$ cat config.mk
export PLATFORM = sky130hd
export DESIGN_NAME = hms_time_counter
export DESIGN_NICKNAME = d
export VERILOG_FILES = /design/src/rtl/hms_time_counter.sv
export SDC_FILE = /design/constraint.sdc
export NUM_CORES = 1
export LEC_CHECK = 0
export BUFFER_PORTS_ARGS = -buffer_cell sky130_fd_sc_hd__buf_4
export CORE_MARGIN = 2
export CORE_UTILIZATION = 59
export CTS_CLUSTER_DIAMETER = 100
export DETAILED_ROUTE_END_ITERATION = 8
export GPL_TIMING_DRIVEN = 0
export PLACE_DENSITY = 0.86
export SKIP_CTS_REPAIR_TIMING = 1
export SLEW_MARGIN = 30
export SYNTH_ARGS = -nofsm -noshare
export SYNTH_HDL_FRONTEND = slang
export SYNTH_SLANG_ARGS = --single-unit
$ cat constraint.sdc
create_clock -name clk -period 6.4 [get_ports clk]
set_clock_uncertainty 0.05 [all_clocks]
set_input_delay 1.92 -clock clk [delete_from_list [all_inputs] [get_ports clk]]
set_output_delay 1.92 -clock clk [all_outputs]
set_load 0.02 [all_outputs]
$ cat src/rtl/hms_time_counter.sv
// Hours/minutes/seconds timekeeper with 1 Hz prescaler, run/hold, clear and validated load.
// Optional alarm comparator is built only when TIME_COUNTER_ALARM_EN is defined.
`timescale 1ns/1ps

module hms_time_counter #(
  parameter int CLK_HZ    = 50_000_000,
  parameter int HOURS_MAX = 24
) (
  input  logic       clk,
  input  logic       rst_n,
  input  logic       run,
  input  logic       clr,
  input  logic       load,
  input  logic [7:0] load_h,
  input  logic [7:0] load_m,
  input  logic [7:0] load_s,
  output logic [7:0] num2,
  output logic [7:0] num1,
  output logic [7:0] num0,
  output logic       tick_1hz,
  output logic       rollover,
  output logic       load_err,
  input  logic [7:0] alarm_h,
  input  logic [7:0] alarm_m,
  input  logic       alarm_arm,
  output logic       alarm
);

  localparam int             PW          = $clog2(CLK_HZ);
  localparam logic [PW-1:0]  PRESC_LAST  = PW'(CLK_HZ - 1);
  localparam logic [7:0]     HOUR_LIMIT  = 8'(HOURS_MAX);
  localparam logic [7:0]     HOUR_LAST   = 8'(HOURS_MAX - 1);
  localparam logic [7:0]     MINSEC_LAST = 8'd59;

  function automatic logic time_valid(input logic [7:0] h, input logic [7:0] m,
                                      input logic [7:0] s);
    return (h < HOUR_LIMIT) && (m <= MINSEC_LAST) && (s <= MINSEC_LAST);
  endfunction

  logic [PW-1:0] presc_q, presc_d;
  logic [7:0]    sec_q, sec_d;
  logic [7:0]    min_q, min_d;
  logic [7:0]    hour_q, hour_d;
  logic          tick_q, tick_d;
  logic          roll_q, roll_d;
  logic          err_q, err_d;

  logic [7:0]    adv_sec_s, adv_min_s, adv_hour_s;
  logic          adv_roll_s;
  logic          load_ok_s;

  assign load_ok_s = time_valid(load_h, load_m, load_s);

  // Time value one second ahead of the current one, with carries.
  always_comb begin
    adv_sec_s  = sec_q;
    adv_min_s  = min_q;
    adv_hour_s = hour_q;
    adv_roll_s = 1'b0;
    if (sec_q == MINSEC_LAST) begin
      adv_sec_s = 8'd0;
      if (min_q == MINSEC_LAST) begin
        adv_min_s = 8'd0;
        if (hour_q == HOUR_LAST) begin
          adv_hour_s = 8'd0;
          adv_roll_s = 1'b1;
        end else begin
          adv_hour_s = hour_q + 8'd1;
        end
      end else begin
        adv_min_s = min_q + 8'd1;
      end
    end else begin
      adv_sec_s = sec_q + 8'd1;
    end
  end

  // Next state: clear beats load, load beats the prescaler tick.
  always_comb begin
    presc_d = presc_q;
    sec_d   = sec_q;
    min_d   = min_q;
    hour_d  = hour_q;
    tick_d  = 1'b0;
    roll_d  = 1'b0;
    err_d   = 1'b0;
    if (clr) begin
      presc_d = '0;
      sec_d   = 8'd0;
      min_d   = 8'd0;
      hour_d  = 8'd0;
    end else if (load && load_ok_s) begin
      presc_d = '0;
      sec_d   = load_s;
      min_d   = load_m;
      hour_d  = load_h;
    end else begin
      // A rejected load leaves the time alone; the tick still proceeds.
      err_d = load;
      if (run) begin
        if (presc_q == PRESC_LAST) begin
          presc_d = '0;
          sec_d   = adv_sec_s;
          min_d   = adv_min_s;
          hour_d  = adv_hour_s;
          tick_d  = 1'b1;
          roll_d  = adv_roll_s;
        end else begin
          presc_d = presc_q + 1'b1;
        end
      end else begin
        presc_d = presc_q;
      end
    end
  end

  // Time, prescaler and pulse registers.
  always_ff @(posedge clk or negedge rst_n) begin
    if (!rst_n) begin
      presc_q <= '0;
      sec_q   <= 8'd0;
      min_q   <= 8'd0;
      hour_q  <= 8'd0;
      tick_q  <= 1'b0;
      roll_q  <= 1'b0;
      err_q   <= 1'b0;
    end else begin
      presc_q <= presc_d;
      sec_q   <= sec_d;
      min_q   <= min_d;
      hour_q  <= hour_d;
      tick_q  <= tick_d;
      roll_q  <= roll_d;
      err_q   <= err_d;
    end
  end

  assign num2     = hour_q;
  assign num1     = min_q;
  assign num0     = sec_q;
  assign tick_1hz = tick_q;
  assign rollover = roll_q;
  assign load_err = err_q;

`ifdef TIME_COUNTER_ALARM_EN
  logic alarm_q, alarm_d;
  logic alarm_match_s;

  // Match only on a tick that lands exactly on alarm_h:alarm_m:00.
  always_comb begin
    alarm_match_s = alarm_arm && (alarm_h < HOUR_LIMIT) && (alarm_m <= MINSEC_LAST) &&
                    (adv_hour_s == alarm_h) && (adv_min_s == alarm_m) &&
                    (adv_sec_s == 8'd0);
    alarm_d       = tick_d && alarm_match_s;
  end

  // Alarm pulse register.
  always_ff @(posedge clk or negedge rst_n) begin
    if (!rst_n) begin
      alarm_q <= 1'b0;
    end else begin
      alarm_q <= alarm_d;
    end
  end

  assign alarm = alarm_q;
`else
  logic unused_alarm_s;
  assign unused_alarm_s = ^{alarm_h, alarm_m, alarm_arm};
  assign alarm          = 1'b0;
`endif

endmodule

; ---- Word level (Yosys, flattened, before mapping)
; Index checks and enable logic that the tools add are counted.
[word_totals]
regBits = 53
inputBits = 46
out_inout_bits = 28
[classes]
add_sub_neg = 4
magnitude_cmp = 3
eq_ne = 4
muxes = 35
reduce_logical = 10
[ops]
columns = cell, n
row1 = 8-bit 2-to-1 mux, 18
row2 = 26-bit 2-to-1 mux, 4
row3 = "26-bit by 1-bit adder with 26-bit output, second input constant", 1
row4 = "26-bit equality test, second input constant", 1
row5 = "8-bit by 1-bit adder with 8-bit output, second input constant", 3
row6 = "8-bit by 6-bit equality test with 1-bit output, second input constant", 2
row7 = "8-bit by 6-bit less-or-equal comparator with 1-bit output, second input constant", 2
row8 = 1-bit 2-to-1 mux, 13
row9 = 3-bit nonzero test, 4
row10 = "8-bit by 5-bit equality test with 1-bit output, second input constant", 1
row11 = "8-bit by 5-bit less-than comparator with 1-bit output, second input constant", 1
row12 = 4-bit AND reduction, 1
row13 = 1-bit logical AND, 3
row14 = 3-bit AND reduction, 1
row15 = 2-bit AND reduction, 1

; ---- Longest topological paths before layout
; Gate-level depths: netlist (run 1).
[logic_depth]
ltp_word = 8
ltp_mapped = 9
depth_no_buf = 6

; ---- Worst setup path after synthesis (run 1)
; No wires, ideal clock.
[synth_timing]
path_kind = input port to flip-flop
from = in load_h[7]
to = reg presc_q[16]
setup_time_ns = 0.080
t_arrival_ns = 3.495
setup_slack_ns = 2.775
stages = 6
path_buffers = 1
cell_sequence = nor4_1 -> nand3_1 -> o31a_1 -> clkbuf_1 -> or4_1 -> a21oi_1
[synth_via]
elab_chain_cells = 6
[synth_rtl]
columns = element, line_no
row1 = start: declaration, 14  ; input logic [7:0] load_h,
row2 = 8-bit by 5-bit less-than comparator with 1-bit output (*), 37  ; return (h < HOUR_LIMIT) && (m <= MINSEC_LAST) && (s <= MINSEC_LAST);
row3 = 1-bit logical AND (*) (2 in series), 37
row4 = 1-bit logical AND (*), 92  ; end else if (load && load_ok_s) begin
row5 = 26-bit 2-to-1 mux, 92
row6 = 26-bit 2-to-1 mux, 87  ; if (clr) begin
row7 = end signal: assignment, 128  ; presc_q <= presc_d;
row8 = end: declaration, 40  ; logic [PW-1:0] presc_q, presc_d;
; Every way passes the cells marked *; elsewhere a longest branch is shown, timed or not.
; A chain may end at the register's enable or synchronous reset.

; ---- Final worst setup path (run 1)
[layout_timing]
from = in load_h[7]
to = reg presc_q[25]
; The elaborated chain is that of the path after synthesis.

==> impl_results.md, run 1 <==
* Lkg Pwr at between 1.5 and 2 nW
* Max-slew violations at 0
* Pin count of the biggest net entering global routing at 54
* Final hold vios at 0
* Row count at 27
* Htree depth at 2
* Fmax at roughly 0.24 GHz
* CP cell instances: buf_4 -> nor4_1 -> nand3_1 -> o31a_1 -> clkbuf_1 -> clkbuf_1 -> o31ai_1 -> a21oi_1
* I/O Pins at 74
* Setup_tns at 0 ps
* CP Capture Type: register
* Shortest period the worst path allows at ~4100 ps
* Final clock period utilization by the worst path at 0.645
* Final WL at slightly below 9 mm
* Mapped Cells at 368
* Crit Path Max Fanout at 10
* Clock Sink Count at 53
* RePlAce Congestion at ~0.95
* Commonest non-fill, non-tap cell in the layout: buf_4
* Synth Flop Type: dfrtp_1
* Antenna Violating Nets Remaining at 0
* Commonest cells after routing, fill and taps aside: buf_4, dfrtp_1, nand2_1
* Horiz. Die Dim at 78.5 um
* Warnings from Yosys at 0
* Crit path arrival time at approximately 4300 ps
* Starting Density at 0.603
* DR iter-0 viols at between 200 and 300
* Critical Path Start Type: input pin
* Max_slew headroom at 0.472
* Cell family with most CP delay: compound AO/OA/AOI/OAI gates
* Fin util at 0.711
* Status: completed
* Core area at 5440 um2
* Chip height at between 70 and 80 um
* Async SR Flop Fraction at 1.00
* Number of synthesized register bits at between 50 and 60
* Post-synth EDFFs at 0
* Netlist cell types at 68
* Worst-case clock buffer depth at 2
* Worst VDD drop at ~130 uV
* Worst skew pair latency at around 310 ps
* GRT Total Usage at 0.293
* Synth Area per Inst at ~9 um2
* Port bufs at 53
* Vias in the first global route at slightly above 3,000
* RSZ-0062 raised after global routing: false
* First-pass GRT wire length at around 15 mm
* PwrDens at around 160 nW/um2
* Critical path class: in -> reg
* Detailed-route via count at about 3,300
* Clk slew on worst S/H paths at roughly 100 ps
* Final setup violation count at 0
* NumNets Final at roughly 480
* # diodes at 0
* CP Buf/Inv Count at 3
* Area Growth Syn to Fin at 18.0%
* DRC at 0
* Syn Std Cell Area at ~3300 um2
* Overflow after GRT at 0
* Fin Hold WS at 491 ps
* Synth Net Count at 418
* Routed len/inst at approximately 17 um
* Max-Cap Viols at 0
* Clk Tree Root Cell: clkbuf_8
* Critical-path top delay cell: nor4_1
* Inserted Clock Buffers at 5
* Critical Path RT at between 6000 and 7000 ps
* Hold Crit Class: reg -> reg
* Least-Margin Pin Slew at roughly 780 ps
* Detail Placement HPWL at ~6.3 mm
* Drt pass-1 iters at 4
* Slowest stage delay, CP at 540 ps
* Mean number of vias per cell at between 6 and 7
* Initial antenna violation count at 0
* Share of layout cells above drive strength 1 at 0.196
* Die ar. at 6170 um2
* Total power at approximately 0.00062 W
* CTS tree: yes
* R2R Setup Slk at approximately 3700 ps
* Seq/Total Area, Yosys at 0.405
* Crit path top cell by count: clkbuf_1
-- worst register-to-register path, delay by kind of cell (launching register included) --
family / cells / cell delay (ps)
buf+inv: 2 / 460
simple gates: 5 / 1640
flops: 1 / 450
-- registers in the layout (all words and copies together), names as in the netlist --
register,cells
tick_1hz,1
load_err,1
num0,8
rollover,1
presc_q,26
num2,8
num1,8
-- metrics by stage --
step | worst slack (ps) | instance area, um2 | instances
detailed placement | 2020 | 3770 | 493
finish | 2270 | 3870 | 501
floorplan | 2780 | 3280 | 368
global placement | 2200 | 3770 | 493
global route | 2190 | 3870 | 501
CTS | 2340 | 3870 | 501
-- cell families (layout without fill, tap and decap cells) --
kind of cell | after synthesis | in the layout | synth area share
flip-flops | 53 | 53 | 0.405
XOR/XNOR | 10 | 10 | 0.0267
adder cells (fa/ha/maj) | 4 | 4 | 0.0153
other | 1 | 1 | 0.00114
AO/OA/AOI/OAI | 88 | 88 | 0.175
AND/OR/NAND/NOR | 175 | 175 | 0.312
multiplexers | 7 | 7 | 0.0221
buffers and inverters | 30 | 91 | 0.0431
-- routing by layer --
metal / GRT usage / part of all wire / up-vias
met1: 0.381 / 0.42 / 1590
met5: 0 / 0 / -
met3: 0.0460 / 0.066 / 18
met4: 0.0807 / 0.015 / 0
li1: - / - / 1519
met2: 0.508 / 0.49 / 154
-- cell type report --
type / instances / area, um2
Multi-Input combinational cell: 285 / 1810
Fill cell: 412 / 1570
Sequential cell: 53 / 1330
Timing Repair Buffer: 53 / 398
Clock buffer: 7 / 96.3
Buffer: 17 / 92.6
Tap cell: 72 / 90.1
Inverter: 13 / 48.8
Clock inverter: 1 / 5.00
-- final timing paths --
check,from,endpoint,cells past startpoint
max,load_h[7],presc_q[25],8
min,presc_q[22],presc_q[22],1
max reg2reg,presc_q[6],presc_q[21],7
min reg2reg,presc_q[22],presc_q[22],1
max in group asynchronous,rst_n,num0[2],1
min in group asynchronous,rst_n,num2[7],1
-- power by group --
part	internal, W	switching, W	leakage, nW
Sequential	0.000339	0.00000521	0.736
Combinational	0.0000266	0.0000381	0.824
Clock	0.0000981	0.000113	0.0542
-- Yosys cell counts (5+ instances only) --
| master | n | area, um2 |
|---|---|---|
| clkbuf_1 | 10 | 37.5 |
| nand3_1 | 23 | 115 |
| dfrtp_1 | 53 | 1330 |
| nor2_1 | 23 | 86.3 |
| o21ai_0 | 15 | 75.1 |
| o31ai_1 | 16 | 120 |
| a31oi_1 | 5 | 31.3 |
| inv_1 | 13 | 48.8 |
| nand4_1 | 11 | 68.8 |
| nor3_1 | 9 | 45.0 |
| nand2_1 | 38 | 143 |
| or3_1 | 10 | 62.6 |
| a21oi_1 | 26 | 130 |
| xor2_1 | 6 | 52.6 |
| nand2b_1 | 5 | 31.3 |
| mux2i_1 | 5 | 50.1 |
| or4_1 | 16 | 120 |
No activity file was read; power rests on OpenSTA's default activity.
==> inputs of run 2 (changes only) <==
CORE_UTILIZATION = 55   (was 59)
PLACE_DENSITY = 0.81   (was 0.86)
clock period = 4.1 ns   (was 6.4 ns; I/O delays follow)
==> impl_results.md, run 2 (synthesis gave the netlist of run 1 again) <==
* Status: completed
* Port bufs at 53
* Mean number of vias per cell at between 6 and 7
* Max_slew headroom at 0.475
* Critical path class: in -> reg
* Cell Area, Placed at between 3000 and 4000 um2
* Hold Crit Class: reg -> reg
* Routed len/inst at 17.0 um
* # diodes at 0
* Horiz. Die Dim at approximately 81 um
* NumNets Final at between 400 and 500
* Crit path arrival time at ~3400 ps
* Max-slew violations at 0
* Clock group share of total power at 0.370
* Most flop-heavy register: presc_q
* FF-to-FF End: presc_q[12]
* Share of layout cells above drive strength 1 at 0.193
* Detailed-route via count at between 3,000 and 4,000
* Inserted Clock Buffers at 5
* Initial antenna violation count at 0
* Final setup violation count at 0
* I/O Pins at 74
* Crit Path Max Fanout at 10
* Core area at between 5000 and 6000 um2
* Critical Path RT at ~4200 ps
* WP depth at 8
* Worst VDD drop at a little under 200 uV
* Commonest non-fill, non-tap cell in the layout: buf_4
* End of the worst hold path: presc_q[25]
* Worst setup margin at approximately 800 ps
* GRT Total Usage at 0.262
* Total power at 0.00101 W
* Drt pass-1 iters at 5
* Switch Pwr at 0.000241 W
* Clock Sink Count at between 50 and 60
* Lkg Pwr at 1.62 nW
* Shortest period the worst path allows at ~3300 ps
* Final clock period utilization by the worst path at 0.799
* Reg2Reg Depth at 7
* Comb pwr share at 0.099
* Max reg flops at 26
* Fmax at slightly above 0.3 GHz
* First-pass GRT wire length at between 10 and 15 mm
* Chip height at 81.2 um
* RePlAce Congestion at 0.889
* Final WL at ~8.6 mm
* Clk slew on worst S/H paths at about 90 ps
* Commonest cells after routing, fill and taps aside: buf_4, dfrtp_1, nand2_1
* Pin count of the biggest net entering global routing at 54
* Setup_tns at 0 ps
* Critical-path top delay cell: nor4_1
* Htree depth at 2
* Hold Crit Depth at 2
* Clk Tree Root Cell: clkbuf_8
* Reg-to-reg startpoint: presc_q[6]
* Area Growth Syn to Fin at 18.5%
* CP cell instances: buf_4 -> nor4_1 -> nand3_1 -> o31a_1 -> clkbuf_1 -> clkbuf_1 -> o31ai_1 -> a21oi_1
* Slowest stage delay, CP at roughly 490 ps
* CTS tree: yes
* Die ar. at roughly 6600 um2
* Worst-case clock buffer depth at 2
* PwrDens at 260 nW/um2
* Vias in the first global route at 2,991
* Fin Hold WS at around 500 ps
* Starting Density at 0.560
* CP Buf/Inv Count at 3
* Sequential share of power at 0.531
* DR iter-0 viols at around 180
* Pre-CTS setup slack at 551 ps
* CP Capture Type: register
* Critical Path Start Type: input pin
* Final hold vios at 0
* DRC at 0
* Max-Cap Viols at 0
* Crit path top cell by count: clkbuf_1
* P_int at about 0.00077 W
* Overflow after GRT at 0
* Detail Placement HPWL at roughly 6.1 mm
* Least-Margin Pin Slew at slightly below 800 ps
* RSZ-0062 raised after global routing: false
* Cell family with most CP delay: compound AO/OA/AOI/OAI gates
* Row count at 28
* R2R Setup Slk at between 1000 and 1500 ps
* HP Start: presc_q[25]
* Switching share of power at 0.238
* Worst skew pair latency at just over 300 ps
* Antenna Violating Nets Remaining at 0
* Final Instance Area at roughly 3900 um2
-- run 2: changes by cell type in the layout (fill, tap and decap cells not counted), sizes merged --
cell    change
clkinv      -1
bufinv      +1
-- run 2: worst max-delay path by stage --
stage                    from           to  slack (ps)
floorplan           load_h[7]  presc_q[16]        1170
global placement    load_h[7]  presc_q[14]         690
detailed placement  load_h[7]  presc_q[14]         550
CTS                 load_h[7]  presc_q[14]         880
global route        load_h[7]  presc_q[19]         580
finish              load_h[7]  presc_q[14]         820
-- run 2: area by class of cell --
| class | instances | area [um2] |
|---|---|---|
| flip-flops and latches | 53 | 1330 |
| multi-input cells | 285 | 1810 |
| fillers | 503 | 1960 |
| plain buffers | 17 | 92.6 |
| well taps | 75 | 93.8 |
| repair buffers | 53 | 398 |
| inverters | 13 | 48.8 |
| clock buffers | 7 | 86.3 |
| clock inverters | 1 | 30.0 |
-- run 2: layer usage --
layer | GRT usage | part of all wire
met1 | 0.350 | 0.44
met2 | 0.431 | 0.47
met3 | 0.0478 | 0.069
met4 | 0.0864 | 0.014
met5 | 0 | 0
-- run 2: worst reg2reg max path: cells and delay by family, from the launching register on --
family / cells / cell delay, ps
flip-flops: 1 / 450
buffers and inverters: 2 / 480
AND/OR/NAND/NOR: 5 / 1640
-- run 2: stage by stage --
step	utilization	instances
floorplan	-	368
global placement	0.644	496
detailed placement	0.644	496
CTS	0.664	504
global route	0.664	504
finish	0.664	504
-- run 2: power by group through the flow --
stage                     sequential, W  combinational, W  clock [W]
final                          0.000536          0.000100   0.000374
after global routing           0.000538          0.000110   0.000395
after CTS                      0.000536          0.000101   0.000379
after detailed placement       0.000547          0.000100          0
after global placement         0.000547         0.0000983          0
after floorplan                0.000552         0.0000395          0
==> inputs of run 3 (changes only) <==
CORE_UTILIZATION = 49   (was 55)
PLACE_DENSITY = 0.76   (was 0.81)
clock period = 2.7 ns   (was 4.1 ns; I/O delays follow)
==> impl_results.md, run 3 (synthesis gave the netlist of run 1 again) <==
* GRT Total Usage at 0.243
* Hold Crit Class: in -> async
* Switching share of power at 0.246
* RePlAce Congestion at ~0.89
* I/O Pins at 74
* CP cell instances: buf_4 -> nor4_2 -> nand3_1 -> nor4_1 -> clkbuf_1 -> a22oi_1 -> o22ai_1
* Violated checks: DRC
* Die ar. at approximately 7400 um2
* Sequential share of power at 0.526
* Lkg Pwr at 1.64 nW
* Worst skew pair latency at between 300 and 400 ps
* Status: finished with violations
* DRC at 10
* Final Instance Area at 3940 um2
* Switch Pwr at between 0.0003 and 0.0004 W
* Final WL at 8.76 mm
* Initial antenna violation count at 0
* PwrDens at ~390 nW/um2
* Pin count of the biggest net entering global routing at 54
* Inserted Clock Buffers at 5
* Max_slew headroom at 0.495
* Crit path arrival time at approximately 2700 ps
* Commonest cells after routing, fill and taps aside: buf_4, dfrtp_1, nand2_1
* Shortest period the worst path allows at approximately 2500 ps
* CTS tree: yes
* Slowest stage delay, CP at around 490 ps
* Critical path class: in -> reg
* Final hold vios at 0
* Port bufs at between 50 and 60
* Fmax at around 0.39 GHz
* First-pass GRT wire length at 14.5 mm
* Critical Path RT at 2890 ps
* Chip height at 85.8 um
* Clock Sink Count at between 50 and 60
* Crit Path Max Fanout at 10
* Core area at about 6400 um2
* Mean number of vias per cell at between 6 and 7
* Horiz. Die Dim at about 86 um
* Max-slew violations at 0
* Most flop-heavy register: presc_q
* Starting Density at 0.510
* Overflow after GRT at 0
* Antenna Violating Nets Remaining at 0
* Critical-path top delay cell: clkbuf_1
* Reg2Reg Depth at 8
* RSZ-0062 raised after global routing: false
* Vias in the first global route at just under 3,000
* NumNets Final at roughly 480
* P_int at between 0.001 and 0.0015 W
* Clock group share of total power at 0.376
* Final clock period utilization by the worst path at 0.943
* Final setup violation count at 0
* Cell Area, Placed at 3770 um2
* Drt pass-1 iters at 9
* Clk Tree Root Cell: clkbuf_8
* Worst VDD drop at 282 uV
* # diodes at 0
* Commonest non-fill, non-tap cell in the layout: buf_4
* Fin util at 0.613
* Routed len/inst at around 17 um
* Clk slew on worst S/H paths at approximately 100 ps
* Critical Path Start Type: input pin
* Row count at 29
* Detailed-route via count at approximately 3,200
* Max-Cap Viols at 0
* Htree depth at 2
* Comb pwr share at 0.098
* Share of layout cells above drive strength 1 at 0.215
* Max reg flops at 26
* DR iter-0 viols at ~280
* Area Growth Syn to Fin at 20.2%
* Least-Margin Pin Slew at around 750 ps
* Detail Placement HPWL at roughly 6.2 mm
* # fillers at 557
* CP Capture Type: register
* Worst-case clock buffer depth at 2
run 3: cell count changes in the layout (fill, tap and decap cells not counted):
cell	before	now
clkinvlp_4	0	1
nand2_1	38	37
nor4_1	4	3
nor4_2	0	1
ha_2	0	1
nand2_2	0	1
buf_4	54	59
clkbuf_1	11	8
clkbuf_2	1	2
ha_1	4	3
run 3: worst paths after layout:
kind                                to        start  slack, ps
max reg2reg                    num2[6]      num0[0]        170
max                            num1[2]    load_h[7]        150
min reg2reg                presc_q[22]  presc_q[22]        480
max in group asynchronous  presc_q[21]        rst_n       1660
min                            num2[5]        rst_n        470
min in group clk           presc_q[22]  presc_q[22]        480
run 3: power by group through the flow:
stage | clock network [W] | logic, W | registers [W]
finish | 0.000583 | 0.000152 | 0.000815
global route | 0.000615 | 0.000168 | 0.000818
CTS | 0.000591 | 0.000152 | 0.000815
detailed placement | 0 | 0.000152 | 0.000831
global placement | 0 | 0.000150 | 0.000830
floorplan | 0 | 0.0000601 | 0.000839
run 3: worst max-delay path, delay by kind of cell:
kind / cells / cell delay [ps]
AND/OR/NAND/NOR: 3 / 980
AO/OA/AOI/OAI: 2 / 330
buffers and inverters: 2 / 600
run 3: layer usage:
layer | GRT usage | vias to the layer above | part of all wire
li1 | - | 1519 | -
met1 | 0.333 | 1566 | 0.43
met2 | 0.398 | 143 | 0.48
met3 | 0.0423 | 13 | 0.073
met4 | 0.0722 | 0 | 0.013
met5 | 0 | - | 0
run 3: final cells by class:
cell class	count	area, um2	area share
multi-input combinational	285	1820	0.463
buffer	16	90.1	0.0229
clock inverter	2	37.5	0.00953
timing repair buffer	58	435	0.111
sequential	53	1330	0.337
tap	77	96.3	0.0245
clock buffer	6	82.6	0.0210
inverter	13	48.8	0.0124
run 3: through the flow:
stage               TNS [ps]  instances  hold WS (ps)  power, W  setup slack (ps)
finish                     0        510           466   0.00155               153
global route               0        510           504   0.00160              6.86
CTS                     -617        506           480   0.00156             -95.9
detailed placement     -8720        498           461  0.000983              -419
global placement       -6220        498           455  0.000981              -322
floorplan                  0        368           422  0.000899               147
